**src/rtl/mdc_pkg.sv**
```systemverilog
// Shared types and helpers for the multi-digit down counter.
// Digits are 4-bit nibbles packed LSD-first into a flat vector.
package mdc_pkg;

   localparam int DIGIT_W    = 4;
   localparam int MAX_DIGITS = 8;
   localparam int EXT_W      = MAX_DIGITS * DIGIT_W;

   typedef logic [DIGIT_W-1:0] digit_t;

   function automatic digit_t get_digit(
      input logic [EXT_W-1:0] vec,
      input int unsigned      idx
   );
      return vec[idx*DIGIT_W +: DIGIT_W];
   endfunction

   function automatic digit_t clamp_digit(
      input digit_t d,
      input digit_t max
   );
      return (d > max) ? max : d;
   endfunction

endpackage

```
**src/rtl/mdc_digit.sv**
```systemverilog
// One down-counting digit: reset, load, borrow-gated step, reload on borrow.
// Exposes a zero flag used to build the borrow chain.
module mdc_digit
   import mdc_pkg::*;
#(
   parameter int DIGIT_MAX = 9
) (
   input  logic   clk,
   input  logic   reset,
   input  logic   i_load,
   input  digit_t i_load_val,
   input  logic   i_step,
   output digit_t o_value,
   output logic   o_zero
);

   localparam digit_t MAX_D = digit_t'(DIGIT_MAX);

   digit_t r_value;

   always_ff @(posedge clk) begin
      if (reset) begin
         r_value <= '0;
      end else if (i_load) begin
         r_value <= i_load_val;
      end else if (i_step) begin
         r_value <= (r_value == '0) ? MAX_D : r_value - 1'b1;
      end
   end

   assign o_value = r_value;
   assign o_zero  = (r_value == '0);

endmodule

```
**src/rtl/multi_digit_down_counter.sv**
```systemverilog
// Cascaded down counter with borrow chain, terminal counts and expiry pulse.
// Optional MDC_LOAD_CLAMP_EN clamps loaded digits above DIGIT_MAX.
module multi_digit_down_counter
   import mdc_pkg::*;
#(
   parameter int DIGITS    = 3,
   parameter int DIGIT_MAX = 9,
   parameter int WRAP      = 1
) (
   input  logic                      clk,
   input  logic                      reset,
   input  logic                      loadN,
   input  logic                      ena,
   input  logic                      ena_cnt,
   input  logic [DIGIT_W*DIGITS-1:0] datain,
   output logic [DIGIT_W*DIGITS-1:0] count,
   output logic [DIGITS-1:0]         digit_tc,
   output logic                      tc,
   output logic                      expired
);

   localparam int            CW    = DIGIT_W * DIGITS;
   localparam logic [CW-1:0] ONE   = CW'(1);
   localparam digit_t        MAX_D = digit_t'(DIGIT_MAX);

   logic             w_load;
   logic             w_step;
   logic             w_expire_next;
   logic [EXT_W-1:0] w_din_ext;
   logic [DIGITS-1:0] w_zero;
   logic [DIGITS-1:0] w_borrow;
   logic             r_expired;

   assign w_load    = ~loadN;
   assign w_din_ext = EXT_W'(datain);

   // Hold mode freezes the step once everything has reached zero.
   assign w_step = ena && ena_cnt && !w_load && ((WRAP != 0) || !tc);

   genvar g;
   generate
      for (g = 0; g < DIGITS; g++) begin : g_digit
         digit_t w_raw;
         digit_t w_load_val;
         digit_t w_value;

         assign w_raw = get_digit(w_din_ext, g);
`ifdef MDC_LOAD_CLAMP_EN
         assign w_load_val = clamp_digit(w_raw, MAX_D);
`else
         assign w_load_val = w_raw;
`endif

         if (g == 0) begin : g_lsd
            assign w_borrow[g] = 1'b1;
         end else begin : g_upper
            assign w_borrow[g] = w_borrow[g-1] & w_zero[g-1];
         end

         mdc_digit #(
            .DIGIT_MAX (DIGIT_MAX)
         ) u_digit (
            .clk        (clk),
            .reset      (reset),
            .i_load     (w_load),
            .i_load_val (w_load_val),
            .i_step     (w_step & w_borrow[g]),
            .o_value    (w_value),
            .o_zero     (w_zero[g])
         );

         assign count[g*DIGIT_W +: DIGIT_W] = w_value;
      end
   endgenerate

   assign digit_tc = w_zero;
   assign tc       = &w_zero;

   // A step lands on all-zero from nonzero only when the count is exactly one.
   assign w_expire_next = w_step && (count == ONE);

   always_ff @(posedge clk) begin
      if (reset) begin
         r_expired <= 1'b0;
      end else begin
         r_expired <= w_expire_next;
      end
   end

   assign expired = r_expired;

endmodule

```
**config.mk**
```make
export PLATFORM = sky130hd
export DESIGN_NAME = multi_digit_down_counter
export DESIGN_NICKNAME = d
export VERILOG_FILES = /design/src/rtl/mdc_pkg.sv /design/src/rtl/mdc_digit.sv /design/src/rtl/multi_digit_down_counter.sv
export SDC_FILE = /design/constraint.sdc
export NUM_CORES = 1
export LEC_CHECK = 0
export ABC_CLOCK_PERIOD_IN_PS = 1600
export BUFFER_PORTS_ARGS = -buffer_cell sky130_fd_sc_hd__buf_2
export CORE_AREA = 4 4 53 55
export CTS_CLUSTER_SIZE = 24
export DETAILED_ROUTE_END_ITERATION = 8
export DIE_AREA = 0 0 57 59
export PLACE_DENSITY_LB_ADDON = 0.08
export SETUP_SLACK_MARGIN = 0.4
export SYNTH_ARGS = -nofsm -noshare
export SYNTH_HDL_FRONTEND = slang
export SYNTH_SLANG_ARGS = --single-unit
```
**constraint.sdc**
```tcl
create_clock -name clk -period 1.6 [get_ports clk]
set_clock_uncertainty 0.1 [all_clocks]
set_input_delay 0.32 -clock clk [delete_from_list [all_inputs] [get_ports clk]]
set_output_delay 0.32 -clock clk [all_outputs]
set_load 0.1 [all_outputs]
```
==> flow_summary_export.csv <==
group,metric,value,unit
layout,multi_input_area,583,um^2
synthesis,yosysWarnings,0,
clock_tree,htreeDepth,1,
synthesis,synth-edff-count,0,
synthesis,synth.distinct_cells,38,
setup_path,path_max_fanout,3,
detailed_routing,route.detailed.drc,0,
synthesis,syn_inst,91,
sta,slew_headroom,74.2,%
floorplan,dieArea,3360,um^2
synthesis,synth_nets,108,
pwr,power.total,1.35,mW
place,gp_congestion,0.731,
layout,antenna_cells,0,
grt,grt_pass1_wl,4220,um
synthesis,synthFlopType,"dfxtp_1",
pwr,p_per_area,835,nW/um^2
setup_path,required,1.18,ns
clock_tree,cts.sinks,13,
grt,grt_antenna_before_repair,0,
clock_tree,ctsRootBufferMaster,"clkbuf_4",
setup_path,slowest_delay,0.58,ns
setup_path,crit_path_frequent_cell,"buf_12",
clock_tree,clock_latency,0.29,ns
detailed_routing,routed_wl,2650,um
sta,fin_crit_sh,123,%
layout,regArea,307,um^2
layout,drive_above_1_share,64.4,%
setup_path,critical_path_buf_inv_count,3,
run_status,violations,"negative setup slack",
sta,post-route-min-period,1.97,ns
floorplan,die_h,59,um
floorplan,initial_core_util,33.3,%
place,portBuffers,33,
setup_path,worst_ep_arrival_time,1.55,ns
synthesis,ys_ff_latch,13,
synthesis,ys_top_cells_by_area,"dfxtp_1 (33%), nor2_1 (7.1%), mux2i_1 (5.0%)",
sta,whs,0.146,ns
grt,grt_pass1_vias,902,
setup_path,path_class,"reg -> out",
place,dp_hpwl,1740,um
layout,nNetsFinal,164,
sta,rsz0062_at_grt,"yes",
worst_hold_path,min_path_type,"in -> reg",
synthesis,avgSynthCellArea,8.74,um^2
detailed_routing,drt_iter0_markers,14,
run_status,status,"finished, violations left",
sta,setup_ws,-0.371,ns
floorplan,top_level_ports,34,
sta,finalSetupViolations,13,
sta,clock.fmax,507,MHz
floorplan,core_area,2390,um^2
layout,syn2layout_area_growth,104,%
floorplan,rows,18,
synthesis,ys_seq_area_share,32.7,%
sta,slew_violations,0,
setup_path,reg2regPathDepth,7,
setup_path,setup.worst_path.end_class,"output port",
worst_hold_path,min_path_cells,3,
setup_path,critPathTopFamily,"simple AND/OR/NAND/NOR gates",
grt,grt_usage,16.4,%
floorplan,die_w,57,um
setup_path,start_kind,"flip-flop",
setup_path,cp.depth,4,
synthesis,synth.most_common_cell,"nor2_1",
grt,grt_max_degree,16,
clock_tree,cts_tree,"yes",
clock_tree,clk_pin_slew,0.08,ns
layout,n_fill_cell,201,
setup_path,r2r_slack,-0.30,ns
clock_tree,cts_made_buffers,3,
clock_tree,cts_hold_buffers,0,
synthesis,synth.cell_area,796,um^2
synthesis,synthTopCellsByCount,"nor2_1 (15), dfxtp_1 (13), nand2_1 (6)",
grt,gr-total-overflow,0,
clock_tree,cts_max_path_buffers,2,
sta,tightestPinTransition,0.382,ns
setup_path,worstPathCellList,"or4_4, clkinv_4, buf_12, buf_12",
synthesis,yosysTopAreaCell,"dfxtp_1",
flow_run,drv_cap,0,
setup_path,slowest_stage,"or4_4",
detailed_routing,via_per_inst,5.17,
detailed_routing,wire_per_inst,15.1,um
pwr,power_leakage,0.651,nW
pwr,irDropWorstVdd,0.553,mV
sta,hold_viol,0,
synthesis,synthArstFlopShare,0,%
detailed_routing,antenna_left,0,
synthesis,synth_top_cell_area_share,32.7,%
detailed_routing,firstDrtPassIters,4,
detailed_routing,vias,910,
## worst reg2reg max path: cells and delay by family (launching register included)
family / cells / cell delay (ns)
DFF: 1 / 0.35
buffers and inverters: 3 / 0.27
AOI/OAI and AO/OA: 1 / 0.18
and+or+nand+nor: 3 / 0.90
## registers in the layout, summed over array words and instances, names as in the netlist
name	cells
expired	1
g_digit.u_digit.o_value	12
## placed cells by master (no fill, tap or decap), types with 2 or more instances in the layout
cell      synthesis  routed
a211oi_1          3       2
a211oi_2          2       3
a311oi_2          0       2
buf_12            0      18
buf_2             0      16
buf_4             3      14
buf_6             0      10
clkbuf_4          0       3
dfxtp_4           0      12
mux2i_1           4       4
nand2_1           6       4
nand2b_1          4       4
nor2_1           15      14
nor2_4            0       2
nor2b_1           2       2
nor3_4            0       2
nor4_4            1       3
o21ai_0           3       3
or4_4             1       2
xnor2_1           2       2
xor2_1            2       2
## cells by family after synthesis
kind of cell / synth area share, %
AOI/OAI and AO/OA: 17.6
xor gates and xnor gates: 4.40
buffers and inverters: 5.34
DFF: 32.7
muxes: 6.45
and+or+nand+nor: 33.5
## power by group
part | internal (mW) | switching, mW
logic | 0.315 | 0.440
clock network | 0.0970 | 0.118
registers | 0.344 | 0.0393
## worst paths after layout
check                                               end                                       start
max                                         digit_tc[0]  g_digit[0].u_digit.o_value[3]$_SDFFE_PP0P_
min reg2reg  g_digit[2].u_digit.o_value[1]$_SDFFE_PP0P_  g_digit[2].u_digit.o_value[1]$_SDFFE_PP0P_
min          g_digit[2].u_digit.o_value[2]$_SDFFE_PP0P_                                  datain[10]
max reg2reg  g_digit[2].u_digit.o_value[3]$_SDFFE_PP0P_  g_digit[0].u_digit.o_value[3]$_SDFFE_PP0P_
## metal layers
metal  GRT usage, %  vias to the layer above  routed length [um]
li1               -                      445                   -
met1           20.3                      432                1050
met2           27.6                       26                1410
met3           2.18                        7                 115
met4           9.27                        0                  82
met5              0                        -                   0
## stage by stage
step / setup TNS (ns) / area, um^2 / instances / util [%] / setup WS [ns]
global route: -3.82 / 1620 / 176 / 67.9 / -0.413
finish: -2.90 / 1620 / 176 / 67.9 / -0.371
detailed placement: -1.04 / 1260 / 158 / 52.9 / -0.160
CTS: -2.51 / 1550 / 171 / 64.8 / -0.379
floorplan: -2.09 / 890 / 91 / - / -0.382
global placement: -0.774 / 1260 / 158 / 52.9 / -0.131
## area by class of cell
| cell class | instances | share of cell area [%] |
|---|---|---|
| Timing Repair Buffer | 58 | 40.6 |
| Multi-Input combinational cell | 70 | 36.0 |
| Sequential cell | 13 | 18.9 |
| Tap cell | 30 | 2.32 |
| Clock buffer | 4 | 1.62 |
| Inverter | 1 | 0.541 |
## repair_timing
action / CTS / global route
gates resized for setup: 49 / 8
buffers inserted: 9 / 5
endpoints found under the setup margin: 29 / 29
pin swaps: 18 / 10
No activity file was read; power rests on OpenSTA's default activity.
